`src/rtl/ex_mem_stage_pkg.sv`:
```
// Shared definitions for the EX/MEM pipeline stage: control-bit layout and
// the control portion of the stage payload.
package ex_mem_stage_pkg;

    localparam int CTL_W       = 5;
    localparam int CTL_BRANCH  = 4;
    localparam int CTL_MEMRD   = 3;
    localparam int CTL_MEMWR   = 2;
    localparam int CTL_REGWR   = 1;
    localparam int CTL_MEM2REG = 0;

    // Data-width-independent part of an entry; wide fields are appended by the stage.
    typedef struct packed {
        logic [CTL_W-1:0] ctl;
        logic             zero;
    } stage_hdr_t;

endpackage

```
`src/rtl/ex_mem_stage_entry.sv`:
```
// One pipeline slot: a valid bit plus a load-enabled payload register, both
// cleared asynchronously.
module pipe_entry_reg #(
    parameter int W = 8
) (
    input  logic         clk,
    input  logic         rst_n,
    input  logic         valid_d,
    input  logic         load,
    input  logic [W-1:0] data_d,
    output logic         valid,
    output logic [W-1:0] data
);

    always_ff @(posedge clk or negedge rst_n) begin
        if (!rst_n) begin
            valid <= 1'b0;
            data  <= '0;
        end else begin
            valid <= valid_d;
            if (load) begin
                data <= data_d;
            end
        end
    end

endmodule

```
`src/rtl/ex_mem_stage.sv`:
```
// EX/MEM pipeline register built as a 2-entry skid buffer (head + skid) so the
// upstream ready is a flop and never sees out_ready combinationally.
module ex_mem_stage
    import ex_mem_stage_pkg::*;
#(
    parameter int DATA_W  = 32,
    parameter int RADDR_W = 5
) (
    input  logic               clk,
    input  logic               rst_n,
    input  logic               in_valid,
    output logic               in_ready,
    input  logic [CTL_W-1:0]   in_ctl,
    input  logic [DATA_W-1:0]  in_alu,
    input  logic [DATA_W-1:0]  in_store,
    input  logic [DATA_W-1:0]  in_target,
    input  logic               in_zero,
    input  logic [RADDR_W-1:0] in_dst,
    output logic               out_valid,
    input  logic               out_ready,
    output logic [CTL_W-1:0]   out_ctl,
    output logic [DATA_W-1:0]  out_alu,
    output logic [DATA_W-1:0]  out_store,
    output logic [DATA_W-1:0]  out_target,
    output logic               out_zero,
    output logic [RADDR_W-1:0] out_dst,
    input  logic               flush,
    output logic               br_taken,
    output logic               fwd_en,
    output logic [RADDR_W-1:0] fwd_dst,
    output logic [DATA_W-1:0]  fwd_data
);

    localparam int PAY_W = $bits(stage_hdr_t) + 3 * DATA_W + RADDR_W;

    stage_hdr_t       in_hdr;
    stage_hdr_t       head_hdr;
    logic [PAY_W-1:0] in_pay;
    logic [PAY_W-1:0] head_data;
    logic [PAY_W-1:0] skid_data;
    logic [PAY_W-1:0] head_d;
    logic             head_valid;
    logic             skid_valid;
    logic             head_valid_d;
    logic             skid_valid_d;
    logic             head_load;
    logic             skid_load;
    logic             push;
    logic             pop;
    logic             in_ready_q;

    assign in_hdr = '{ctl: in_ctl, zero: in_zero};
    assign in_pay = {in_hdr, in_alu, in_store, in_target, in_dst};

    assign push = in_valid & in_ready_q;
    assign pop  = head_valid & out_ready;

    // Skid feeds the head whenever it is occupied; push cannot coincide then.
    always_comb begin
        head_load    = 1'b0;
        skid_load    = 1'b0;
        head_d       = skid_valid ? skid_data : in_pay;
        head_valid_d = head_valid;
        skid_valid_d = skid_valid;
        if (flush) begin
            head_valid_d = 1'b0;
            skid_valid_d = 1'b0;
        end else begin
            head_load = (pop & skid_valid) | (push & (~head_valid | pop));
            skid_load = push & head_valid & ~pop;
            if (head_load) begin
                head_valid_d = 1'b1;
            end else if (pop) begin
                head_valid_d = 1'b0;
            end
            if (skid_load) begin
                skid_valid_d = 1'b1;
            end else if (pop) begin
                skid_valid_d = 1'b0;
            end
        end
    end

    pipe_entry_reg #(.W(PAY_W)) u_head (
        .clk     (clk),
        .rst_n   (rst_n),
        .valid_d (head_valid_d),
        .load    (head_load),
        .data_d  (head_d),
        .valid   (head_valid),
        .data    (head_data)
    );

    pipe_entry_reg #(.W(PAY_W)) u_skid (
        .clk     (clk),
        .rst_n   (rst_n),
        .valid_d (skid_valid_d),
        .load    (skid_load),
        .data_d  (in_pay),
        .valid   (skid_valid),
        .data    (skid_data)
    );

    always_ff @(posedge clk or negedge rst_n) begin
        if (!rst_n) begin
            in_ready_q <= 1'b1;
        end else begin
            in_ready_q <= ~skid_valid_d;
        end
    end

    assign in_ready = in_ready_q;
    assign {head_hdr, out_alu, out_store, out_target, out_dst} = head_data;

    assign out_valid = head_valid;
    assign out_ctl   = head_valid ? head_hdr.ctl : '0;
    assign out_zero  = head_hdr.zero;

    assign br_taken  = head_valid & out_ctl[CTL_BRANCH] & out_zero;
    assign fwd_en    = head_valid & out_ctl[CTL_REGWR] & (out_dst != '0);
    assign fwd_dst   = out_dst;
    assign fwd_data  = out_alu;

endmodule
```
`config.mk`:
```
export PLATFORM = sky130hd
export DESIGN_NAME = ex_mem_stage
export DESIGN_NICKNAME = d
export VERILOG_FILES = /design/src/rtl/ex_mem_stage_pkg.sv /design/src/rtl/ex_mem_stage_entry.sv /design/src/rtl/ex_mem_stage.sv
export SDC_FILE = /design/constraint.sdc
export NUM_CORES = 1
export LEC_CHECK = 0
export ABC_AREA = 1
export CAP_MARGIN = 20
export CORE_UTILIZATION = 50
export DETAILED_ROUTE_END_ITERATION = 10
export PLACE_DENSITY = 0.8
export SYNTH_ARGS = -nofsm -noshare
export SYNTH_HDL_FRONTEND = slang
export SYNTH_SLANG_ARGS = --single-unit
```
`constraint.sdc`:
```
create_clock -name clk -period 2.2 [get_ports clk]
set_clock_uncertainty 0.1 [all_clocks]
set_input_delay 0.44 -clock clk [delete_from_list [all_inputs] [get_ports clk]]
set_output_delay 0.44 -clock clk [all_outputs]
set_load 0.01 [all_outputs]
```
==> impl_results.md, run 1 <==
- Final hold vios: 0
- Post-placement cell count: about 1800
- Total power: between 0.01 and 0.015 W
- Vias in the first global route: between 9000 and 10000
- Worst-margin pin slew: 0.650 ns
- Cells after Synth: about 1400
- All-Layer GR Usage: 0.252
- Clk root buf: clkbuf_16
- Layout Utilization: 0.642
- Vias per inst: roughly 5.2
- Core area: roughly 21000 um2
- Die area: ~23000 um2
- Maximum Capacitance Violations: 0
- Startpoint types: flop
- Clk pin slew, worst setup/hold paths: approximately 0.060 ns
- Async SR Flop Fraction: 1.00
- Iter 0 DRT Violations: 633
- Register bit total from synthesis: around 220
- Crit path max-delay family: buffers and inverters
- Total Nets Final: about 1600
- Syn Nets: between 1500 and 2000
- Initial antenna violation count: 0
- Synth Cell Area: approximately 11000 um2
- CTS tree: built
- Final Max Tran Viols: 0
- Status: finished clean
- Synth cell types: 19
- Period minus WS final: approximately 2.1 ns
- WP buf/inv: 2
- Setup TNS Final: 0 ns
- Sequential power share: 0.438
- Final GP Congestion: about 0.8
- Leak Pwr: 7.17 nW
- CTS Buf Count: 24
- Wirelength per Cell: 15.4 um
- Syn. warnings: 0
- Critical path class: flop to output port
- Die width: approximately 150 um
- Syn-to-layout area delta: 24.3%
- Remaining DRCs: 0
- Number of synthesized flops with an enable pin: 0
- Pwr/cell area: around 890 nW/um2
- First-pass GRT wire length: 45.6 mm
- Synth Flop Type: dfrtp_1
- Hpwl dp: between 15 and 20 mm
- IO Pins: 260
- Seq/Total Area, Yosys: 0.494
- GR Overflow Total: 0
- Site Rows: 53
- Net Sw Power: approximately 0.0035 W
- DRT antenna net count: 0
- Initial Util: 0.517
- Crit path capture type: output port
- Comb pwr share: 0.232
- RSZ-0062 raised after global routing: no
- Clock Path Buffers: 3
- Hold Path Class: input pin to asynchronous set/reset pin
- Crit path DAT: 1.60 ns
- Multi-input gate area: 4030 um2
- Largest net degree at the start of global routing: 71
- 1st-pass router iterations: 5
- Avg Cell Area, Syn: 7.63 um2
- Slew headroom: 0.567
- Clock Power Share: 0.330
- Worst-path cell chain: nand2_1 -> inv_1 -> clkdlybuf4s50_1
- Worst Path Required: ~1.7 ns
- CTS Sinks: between 200 and 250
- Internal power: around 0.0087 W
- Final WL: approximately 28 mm
- Crit-path slowest cell: clkdlybuf4s50_1
- VDD IR-drop max: just under 0.0005 V
- Routed vias: approximately 9400
- Switching share of power: 0.285
- Antenna diodes: 0
- Fmax: ~470 MHz
- PortBufs: roughly 260
- Layout cell share with drive strength beyond 1: 0.0518
- Final period util: 0.974
- # fillers: about 1800
- Biggest cell delay along the critical path: ~0.54 ns
- Seq. cell area: approximately 5400 um2
- Worst skew pair latency: roughly 0.50 ns
- Final setup viols: 0
- CTS HTree Levels: 1
- Final Non-Filler Cells: around 1800
- CP Max Fanout: 6
- Die height: 150 um
## path summary, 6_finish.rpt
kind	start	endpoint	depth (start not counted)	slack (ns)
worst max-delay path	u_head.valid	out_ctl[2]	3	0.06
min in group clk	u_skid.data[23]	u_skid.data[23]	2	0.37
worst min register to register	u_skid.data[23]	u_skid.data[23]	2	0.37
worst min-delay path	rst_n	u_head.data[8]	2	0.37
max in group asynchronous	rst_n	u_head.data[63]	3	0.92
worst max register to register	u_head.valid	u_head.data[74]	5	0.54
## cells in the final DEF (no fill, tap or decap), drive strengths merged
master	n
a21oi	1
a31oi	1
buf	29
bufinv	1
clkbuf	37
clkdlybuf4s50	254
clkinv	2
clkinvlp	1
dfrtp	216
dfstp	1
dlygate4sd2	3
dlygate4sd3	1
dlymetal6s2s	1
inv	12
nand2	762
nand3	216
nor2	4
o21ai	1
## logic make-up after synthesis
| kind of cell | synth area share |
|---|---|
| DFF | 0.494 |
| buffers and inverters | 0.140 |
| AOI/OAI and AO/OA | 0.00250 |
| and+or+nand+nor | 0.364 |
## registers in the layout, indices dropped and copies added, names as in the netlist
register,flops
u_head.data,107
u_skid.data,107
in_ready,1
u_head.valid,1
u_skid.valid,1
## cell usage after synthesis, types with 2 or more instances
library cell | number | share of area
inv_1 | 9 | 0.0031
buf_1 | 5 | 0.0017
buf_2 | 49 | 0.022
buf_6 | 4 | 0.0041
nand3_1 | 215 | 0.098
nand2_4 | 2 | 0.0020
dfrtp_1 | 216 | 0.49
nand2_2 | 3 | 0.0017
nor2_1 | 3 | 0.0010
buf_4 | 146 | 0.10
inv_2 | 3 | 0.0010
clkbuf_1 | 24 | 0.0082
nand2_1 | 757 | 0.26
## metrics by stage
step                      hold WS, ns  instance area [um2]  setup WS (ns)
final                           0.369                13700         0.0565
after CTS                       0.372                13700         0.0196
after global placement          0.344                12800          0.194
after detailed placement        0.347                12800          0.152
after global routing            0.390                13700      0.0000208
after floorplan                0.0444                11000          0.695
## layout make-up
type	instances	share of cell area
Sequential cell	217	0.398
Multi-Input combinational cell	985	0.294
Timing Repair Buffer	288	0.221
Clock buffer	37	0.0549
Tap cell	275	0.0252
Inverter	12	0.00366
Clock inverter	4	0.00348
## per-layer routing
| metal | share of wire | up-vias | global-route usage |
|---|---|---|---|
| met3 | 0.070 | 43 | 0.0339 |
| met5 | 0 | - | 0 |
| li1 | - | 4521 | - |
| met4 | 0.019 | 0 | 0.0747 |
| met1 | 0.41 | 4460 | 0.319 |
| met2 | 0.50 | 373 | 0.447 |
## power by group through the flow
stage | registers (W) | clock network [W] | logic [W]
2_1_floorplan | 0.00525 | 0 | 0.00194
3_3_place_gp | 0.00537 | 0 | 0.00277
3_5_place_dp | 0.00540 | 0 | 0.00285
4_1_cts | 0.00535 | 0.00410 | 0.00286
5_1_grt | 0.00544 | 0.00425 | 0.00315
6_report | 0.00535 | 0.00402 | 0.00283
## what timing repair did
action / CTS / global route
pin swaps: 0 / 0
hold buffers: 1 / 0
endpoints found under the hold margin: 63 / 0
resized for setup: 4 / 1
buffers inserted: 1 / 1
setup endpoints to repair: 8 / 3
(Power assumes the default switching activity.)
==> run 2, diff against run 1 <==
Settings changed: ABC_CLOCK_PERIOD_IN_PS set to 2200, DONT_BUFFER_PORTS set to 1, PLACE_DENSITY 0.8 to not set.
==> run 2 against run 1 <==
  * The run now ends with negative hold slack left
  * Die area unchanged
  * Routed wire length increased by 0.65%
  * Via count shrank 7.8%
  * First-iteration DRC count fell by 21%
  * Largest cell class unchanged
==> impl_results.md, run 2 (synthesis gave the netlist of run 1 again) <==
- Global route hottest layer: met2
- Period minus WS final: 2.10 ns (-0.0423 ns)
- Iter 0 DRT Violations: 497 (-21%)
- Vias per inst: 5.23 (+1.2%)
- Crit path capture type: output port
- Post-placement cell count: 1504 (-15%)
- Initial antenna violation count: 0 (unchanged)
- Maximum Capacitance Violations: 0 (unchanged)
- Die width: 150 um (unchanged)
- Status: finished, violations left
- CTS Buf Count: 25 (+4.2%)
- IO Pins: 260 (unchanged)
- Antenna diodes: 0 (unchanged)
- Core area: 21300 um2 (unchanged)
- GR Overflow Total: 0 (unchanged)
- Hold WS: -0.470 ns (-0.839 ns)
- Vias in the first global route: 8825 (-3.2%)
- Final Max Tran Viols: 0 (unchanged)
- Clk pin slew, worst setup/hold paths: 0.06 ns (about the same)
- Leak Pwr: 6.52 nW (-9.0%)
- CTS HTree Levels: 1 (unchanged)
- VDD IR-drop max: 0.000576 V (+20%)
- RSZ-0062 raised after global routing: no
- Hold Path Class: input pin to asynchronous set/reset pin
- Sequential power share: 0.496 (+0.058)
- Internal power: 0.00810 W (-7.2%)
- Commonest non-fill, non-tap cell in the layout: nand2_1
- Remaining DRCs: 0 (unchanged)
- All-Layer GR Usage: 0.254 (+0.00186)
- Final GP Congestion: 0.744 (-6.1%)
- Die area: 22600 um2 (unchanged)
- Largest net degree at the start of global routing: 218 (+210%)
- Placed cell areas: 10100 um2 (-22%)
- # Post-CTS Setup Buffers: 0 (-1)
- Met1 usage: 0.326 (+0.00778)
- Clock Path Buffers: 3 (unchanged)
- Met3 usage: 0.0600 (+0.0261)
- Post-CTS Hold Buffers: 108 (+107)
- R2r setup slk: 0.36 ns (-0.18 ns)
- Routed vias: 8666 (-7.8%)
- Clock Power Share: 0.379 (+0.049)
- Hpwl dp: 14.5 mm (-18%)
- Total Nets Final: 1476 (-10%)
- DRT antenna net count: 0 (unchanged)
- Syn-to-layout area delta: 9.26%
- Final WL: 28.2 mm (+0.65%)
- CP Max Fanout: 7 (+1)
- Top flop regs: u_head.data (107), u_skid.data (107)
- Wirelength per Cell: 17.0 um (+10%)
- Fmax: 476 MHz (+2.0%)
- DP Worst Slack: 0.367 ns (+0.215 ns)
- Critical path class: flop to output port
- Net Sw Power: 0.00327 W (-5.9%)
- Final WS setup: 0.0988 ns (+0.0423 ns)
- Crit path DAT: 1.56 ns (-0.04 ns)
- Layout cell share with drive strength beyond 1: 0.0514 (-0.000472)
- Final setup viols: 0 (unchanged)
- Final Non-Filler Cells: 1657 (-8.9%)
- Final hold vios: 217 (+217)
- Failing checks: negative hold slack
- Met2 Track Usage GR: 0.428 (-0.0189)
- Site Rows: 53 (unchanged)
- Startpoint types: flop
- Pwr/cell area: 946 nW/um2 (+6.0%)
- PortBufs: 0 (-100%)
- Worst Path Required: 1.66 ns (about the same)
- Post-Layout Inst Area: 12000 um2 (-12%)
- First-pass GRT wire length: 45.9 mm (+0.56%)
- Setup TNS Final: 0 ns (unchanged)
- Die height: 150 um (unchanged)
- 1st-pass router iterations: 5 (unchanged)
- CTS Sinks: 217 (unchanged)
- Most frequent cells in the layout: nand2_1 (757), nand3_1 (215), dfrtp_1 (214)
- Comb pwr share: 0.125 (-0.107)
- Worst skew pair latency: 0.50 ns (about the same)
- CTS tree: built
- Switching share of power: 0.288 (+0.00292)
- Clk root buf: clkbuf_16
- Worst-margin pin slew: 0.904 ns (+0.254 ns)
- Slew headroom: 0.398 (-0.169)
- Final period util: 0.955 (-0.0192)
- Initial Util: 0.517 (unchanged)
## run 2: metal layers
layer	wire, um	part of all wire	vias to the layer above
met5	0	0	-
met4	422	0.015	0
met3	2360	0.084	31
met2	13600	0.48	334
met1	11800	0.42	4107
li1	-	-	4194
## run 2: worst paths after layout
check                                     start               to  cells after the start
max in group asynchronous                 rst_n         in_ready                      0
worst max-delay path               u_head.valid           fwd_en                      5
worst max register to register         in_ready  u_head.data[49]                      6
min in group clk                      out_ready     u_skid.valid                      3
worst min-delay path                      rst_n  u_head.data[95]                      0
worst min register to register  u_skid.data[92]  u_skid.data[92]                      2
## run 2: repair_timing
item                                    4_1_cts  5_1_grt
endpoints found under the hold margin       325      217
endpoints found under the setup margin        1        1
gates resized for setup                       1        1
## run 2: layout make-up
| class | count | area (um2) |
|---|---|---|
| well taps | 275 | 344 |
| repair buffers | 123 | 1300 |
| fillers | 2042 | 9270 |
| clock buffers | 32 | 692 |
| flip-flops and latches | 217 | 5440 |
| inverters | 12 | 50.0 |
| clock inverters | 13 | 170 |
| multi-input cells | 985 | 4030 |
## run 2: stage by stage
step | total power (W) | hold WS, ns | utilization
2_1_floorplan | 0.00719 | 0.0444 | -
3_3_place_gp | 0.00690 | 0.0501 | 0.473
3_5_place_dp | 0.00696 | 0.0510 | 0.473
4_1_cts | 0.0115 | -0.486 | 0.564
5_1_grt | 0.0120 | -0.494 | 0.565
6_report | 0.0114 | -0.470 | 0.565
## run 2: power by group through the flow
stage               Sequential, W  Combinational (W)  Clock, W
detailed placement        0.00569            0.00127         0
CTS                       0.00563            0.00144   0.00441
floorplan                 0.00525            0.00194         0
finish                    0.00563            0.00142   0.00431
global placement          0.00568            0.00122         0
global route              0.00575            0.00166   0.00457
## run 2: critical path, cell delays in order, from the launching register on
cell,delay (ns)
dfrtp_2,0.48
buf_6,0.18
nand2_1,0.06
inv_1,0.13
o21ai_0,0.10
inv_1,0.11
==> edit 1: new RTL, config.mk and constraints of run 1 <==
The parameter `RADDR_W` goes from 5 to 6.
--- a/src/rtl/ex_mem_stage.sv
+++ b/src/rtl/ex_mem_stage.sv
@@ -5,5 +5,5 @@
 #(
     parameter int DATA_W  = 32,
-    parameter int RADDR_W = 5
+    parameter int RADDR_W = 6
 ) (
     input  logic               clk,
Interface: changed (resized fwd_dst, in_dst and out_dst); port bits go from 260 to 263. No check against the original RTL was run, so the function may have changed too.
==> edit 1 against run 1 <==
First-iteration DRC count grew 8.2%; wire length up 2.4%; sequential share of layout area hardly changed; setup slack lost 7.5 ps; die area up 0.65%; total power grew 0.62%; sequential cell count increased by 2; design area is 0.80% higher; count of clock-buffer cells in the layout decreased by 5; global-route usage about the same; synthesized area up 0.66%; largest cell class unchanged.
==> edit 1: results (changes against run 1) <==
- Count of distinct cell types in the synthesized netlist: 18 (was 19)
- Worst path max stage delay: 570 ps (was 540 ps)
- Fraction of the yosys area taken by sequential cells: 0.495 (was 0.494)
- Register clock-pin slew on the reported worst setup and hold paths: 60 ps (about the same)
- Gate family responsible for the most delay along the worst path: buffers and inverters (unchanged)
- Clock root buffer: clkbuf_16 (unchanged)
- TritonCTS buffer count: 23 (was 24)
- Vias in the first global route: 8744 (was 9115)
- Antenna violations before repair: 1 (was 0)
- Pin count of the biggest net entering global routing: 109 (was 71)
- Filler cells: 1821 (was 1763)
- Warnings, synthesis: 0 (unchanged)
- Run status: finished, final reports clean (unchanged)
- Vias: 9525 (was 9397)
- Most frequent cells after synthesis: nand2_1, dfrtp_1, nand3_1 (unchanged)
- First-pass GRT wire length: 45.4 mm (was 45.6 mm)
- H-tree Lvls: 1 (unchanged)
- Global placer's final weighted congestion: 0.796 (was 0.792)
- Vias per cell: 5.19 (was 5.17)
- Actual slew at the worst max-slew pin: 854 ps (was 650 ps)
- Synthesized net count: 1569 (was 1554)
- Master of the slowest instance on the critical path: clkdlybuf4s50_1 (unchanged)
- Number of input and output port buffers inserted: 262 (was 259)
- Remaining number of nets flagged by the antenna check after routing: 0 (unchanged)
- Clock network latency to the later pin of the worst-skew pair: 500 ps (about the same)
- Adder and majority cell fraction of the synthesized area: 0 (unchanged)
- Pre-CTS setup slack: 129 ps (was 152 ps)
- Maximum vdd ir drop: 544 uV (was 482 uV)
- Post-Synthesis Cells: 1456 (was 1442)
- Post-placement cell count: 1790 (was 1774)
- Final WL: 28.7 mm (was 28.1 mm)
- Static leakage: 7.27 nW (was 7.17 nW)
- Top cells by area, synth: dfrtp_1, nand2_1, buf_4 (unchanged)
- Net count, final: 1653 (was 1640)
- Largest regs: u_head.data (108), u_skid.data (108) (was u_head.data (107), u_skid.data (107))
- Classification of the worst-slack hold path: in -> async (unchanged)
- First DRT Iteration DRCs: 685 (was 633)
- Critical Path Fanout Max: 2 (was 6)
- Global-route usage over all layers: 0.251 (was 0.252)
- Number of detailed-routing iterations run before antenna repair: 7 (was 5)
- HPWL reported at the end of detailed placement: 18.0 mm (was 17.8 mm)
- Xor and xnor area share after synthesis: 0 (unchanged)
- Compound-cell area share of the yosys netlist: 0.00203 (was 0.00250)
- Fraction of layout instances using a drive strength above 1: 0.0489 (was 0.0518)
- Mux contribution to synthesized area: 0 (unchanged)
- Number of buffers on the longest clock path: 3 (unchanged)
- Fraction of registers with async set or reset after synthesis: 1.00 (unchanged)
## edit 1: cell count changes in the layout (fill, tap and decap cells not counted), sizes merged, moves of 2 or more
cell	before	now
nand2	762	769
bufinv	1	3
buf	29	27
dlymetal6s2s	1	4
clkbuf	37	32
inv	12	10
dfrtp	216	218
clkinv	2	7
nand3	216	219
## edit 1: per-layer routing
| metal | vias up | global-route usage | wire, um |
|---|---|---|---|
| met4 | 0 | 0.0860 | 850 |
| met5 | - | 0 | 0 |
| met2 | 415 | 0.418 | 14100 |
| li1 | 4556 | - | - |
| met3 | 54 | 0.0410 | 2310 |
| met1 | 4500 | 0.334 | 11500 |
## edit 1: area by class of cell
class / count / area [sq um] / share of cell area
sequential: 219 / 5490 / 0.398
multi-input combinational: 995 / 4070 / 0.295
timing repair buffer: 289 / 3050 / 0.222
clock buffer: 32 / 659 / 0.0478
tap: 280 / 350 / 0.0254
clock inverter: 8 / 115 / 0.00835
inverter: 12 / 47.5 / 0.00345
antenna: 1 / 2.50 / 0.000182
## edit 1: path summary, 6_finish.rpt
check / to / startpoint / slack, ps / depth (start not counted)
setup / recovery: in_ready / in_ready$_DFF_PN1_ / 50 / 1
setup reg to reg: u_skid.data[68]$_DFFE_PN0P_ / u_head.valid$_DFFE_PN0P_ / 270 / 9
max in group asynchronous: u_head.data[14]$_DFFE_PN0P_ / rst_n / 1030 / 3
hold reg to reg: u_skid.data[72]$_DFFE_PN0P_ / u_skid.data[72]$_DFFE_PN0P_ / 370 / 2
hold / removal: u_head.data[62]$_DFFE_PN0P_ / rst_n / 330 / 2
min in group clk: u_skid.data[72]$_DFFE_PN0P_ / u_skid.data[72]$_DFFE_PN0P_ / 370 / 2
## edit 1: per-stage QoR
step / utilization / instance area [sq um]
final: 0.633 / 13800
after global routing: 0.633 / 13800
after CTS: 0.633 / 13800
after detailed placement: 0.595 / 13000
after global placement: 0.595 / 13000
after floorplan: - / 11100
## edit 1: timing repair
action                     4_1_cts  5_1_grt
gates cloned                     0        0
hold buffers                     1        0
resized for setup                3        4
setup endpoints to repair        8        4
hold endpoints to repair        35        0
setup buffers                    3        1
## edit 1: kinds of logic (layout without fill, tap and decap cells)
logic type	Yosys count	after routing
other cells	0	1
simple gates	993	993
flops	219	219
compound gates	2	2
buf+inv	242	341
## edit 1: where the power goes
group | internal, mW | switching, mW | leakage (nW)
registers | 4.87 | 0.530 | 2.74
logic | 1.47 | 1.41 | 4.14
clock network | 2.43 | 1.56 | 0.386
total | 8.77 | 3.50 | 7.27
==> edit 2: new RTL, flow settings as in run 1 <==
Made on the original files. Reset style: synchronous (`rst_n`), changed in 2 clocked blocks. Comments in the files are not updated.
--- a/src/rtl/ex_mem_stage_entry.sv
+++ b/src/rtl/ex_mem_stage_entry.sv
@@ -13,5 +13,5 @@
 );
 
-    always_ff @(posedge clk or negedge rst_n) begin
+    always_ff @(posedge clk) begin
         if (!rst_n) begin
             valid <= 1'b0;
--- a/src/rtl/ex_mem_stage.sv
+++ b/src/rtl/ex_mem_stage.sv
@@ -102,5 +102,5 @@
     );
 
-    always_ff @(posedge clk or negedge rst_n) begin
+    always_ff @(posedge clk) begin
         if (!rst_n) begin
             in_ready_q <= 1'b1;
Function: differs if rst_n is asserted again (counterexample within 4 cycles, from zero or initial values and one cycle with rst_n low); with rst_n held inactive, the same outputs for 4 cycles.
==> edit 2 against run 1 <==
Wire length decreased by 1.2%; setup slack improved by 13 ps; sequential cell count unchanged; total power decreased by 19%; synthesized area increased by 8.7%; clock power increased by 6.7%; register-to-register slack improved by 20 ps; design area increased by 6.8%; largest cell class is now multi-input combinational cells.
==> edit 2: results (changes against run 1) <==
- Routed wl met3: 1.69 mm (was 1.98 mm)
- Post-CTS repair timing setup buffer count: 0 (was 1)
- Global placer's final weighted congestion: 0.774 (was 0.792)
- First DRT Iteration DRCs: 542 (was 633)
- Top metal layer carrying routed signals: met4 (unchanged)
- Fraction of layout instances using a drive strength above 1: 0.0381 (was 0.0518)
- Met2 layer wire length in the routed design: 13.3 mm (was 14.1 mm)
- Vias in the first global route: 10100 (was 9115)
- Vias per cell: 4.54 (was 5.17)
- Post-DR wirelength/cell: 11.6 um (was 15.4 um)
- Count of distinct cell types in the synthesized netlist: 18 (was 19)
- Master of the slowest instance on the critical path: clkdlybuf4s50_1 (unchanged)
- Critical Path Fanout Max: 6 (unchanged)
- Ys flop type: dfxtp_1 (was dfrtp_1)
- Number of inserted diodes: 0 (unchanged)
- Net count, final: 2167 (was 1640)
- Number of buffers on the longest clock path: 3 (unchanged)
- Pre-CTS setup slack: 102 ps (was 152 ps)
- Number of input and output port buffers inserted: 259 (unchanged)
- Pin count of the biggest net entering global routing: 122 (was 71)
- Largest regs: u_head.data (107), u_skid.data (107) (unchanged)
- Run status: finished, final reports clean (unchanged)
- Fraction of the yosys area taken by sequential cells: 0.363 (was 0.494)
- Worst-case headroom to the max-slew limit: 0.655 (was 0.567)
- HPWL reported at the end of detailed placement: 17.8 mm (about the same)
- Metal-1 WL: 12.0 mm (was 11.4 mm)
- Static leakage: 7.29 nW (was 7.17 nW)
- Synthesized net count: 2101 (was 1554)
- Global-route usage over all layers: 0.227 (was 0.252)
- Number of detailed-routing iterations run before antenna repair: 5 (unchanged)
- H-tree Lvls: 1 (unchanged)
- Antenna violations before repair: 0 (unchanged)
- TritonCTS buffer count: 25 (was 24)
- Fraction of registers with async set or reset after synthesis: 0 (was 1.00)
- Classification of the worst-slack hold path: in -> reg (was in -> async)
- First-pass GRT wire length: 46.3 mm (was 45.6 mm)
- Maximum vdd ir drop: 451 uV (was 482 uV)
- Top cells by area, synth: dfxtp_1, nand2_1, inv_1 (was dfrtp_1, nand2_1, buf_4)
- Clock network latency to the later pin of the worst-skew pair: 520 ps (was 500 ps)
- Most frequent cells after synthesis: nand2_1, inv_1, nor2_1 (was nand2_1, dfrtp_1, nand3_1)
- Worst path max stage delay: 570 ps (was 540 ps)
- Clock root buffer: clkbuf_16 (unchanged)
-- edit 2: cell types whose count changed after synthesis, moves of 26 or more --
cell	before	now
inv_1	9	436
nor2_1	3	322
dfxtp_1	0	217
dfrtp_1	216	0
nand2_1	757	546
o21ai_0	1	109
nand3_1	215	108
buf_2	49	23
-- edit 2: worst min-delay path, delay by kind of cell --
family / cells / cell delay, ps
buf+inv: 1 / 230
simple gates: 2 / 150
-- edit 2: power by group --
part | leakage (nW) | internal, mW | switching [mW]
clock network | 0.428 | 2.61 | 1.68
logic | 5.09 | 0.719 | 0.706
registers | 1.77 | 4.10 | 0.112
total | 7.29 | 7.43 | 2.50
-- edit 2: timing repair --
action,CTS,global route
gates resized for setup,7,3
cloned,0,0
setup endpoints to repair,8,3
-- edit 2: metal layers --
metal  global-route usage  up-vias
li1                     -     5679
met1                0.279     4834
met2                0.399      305
met3               0.0404       48
met4               0.0766        0
met5                    0        -
-- edit 2: final timing paths --
path	from	to	slack, ps	cells past startpoint
max	u_head.valid$_SDFFE_PP0P_	out_ctl[1]	70	3
min	rst_n	u_skid.data[19]$_SDFFE_PN0P_	260	3
max reg2reg	in_ready$_SDFF_PN1_	u_head.data[98]$_SDFFE_PN0P_	560	7
min reg2reg	u_skid.data[21]$_SDFFE_PN0P_	u_skid.data[21]$_SDFFE_PN0P_	410	4
-- edit 2: cells by family (layout without fill, tap and decap cells) --
logic type / count (synthesis) / count (layout) / share of synthesized area
buf+inv: 681 / 766 / 0.269
flops: 217 / 217 / 0.363
simple gates: 981 / 981 / 0.322
compound gates: 110 / 110 / 0.0461
-- edit 2: layout make-up --
type / instances / area [sq um]
Fill cell: 2129 / 8860
Tap cell: 319 / 399
Timing Repair Buffer: 283 / 2940
Inverter: 437 / 1640
Clock inverter: 14 / 151
Clock buffer: 32 / 703
Sequential cell: 217 / 4360
Multi-Input combinational cell: 1091 / 4420
-- edit 2: stage by stage --
step	hold WS, ps	instance area, sq um	cells	setup TNS (ps)	util
final	257	14600	2393	0	0.622
after global routing	262	14600	2393	-6.06	0.622
after CTS	233	14600	2393	0	0.622
after detailed placement	395	13700	2347	0	0.586
after global placement	394	13700	2347	0	0.586
after floorplan	386	12000	1989	0	-
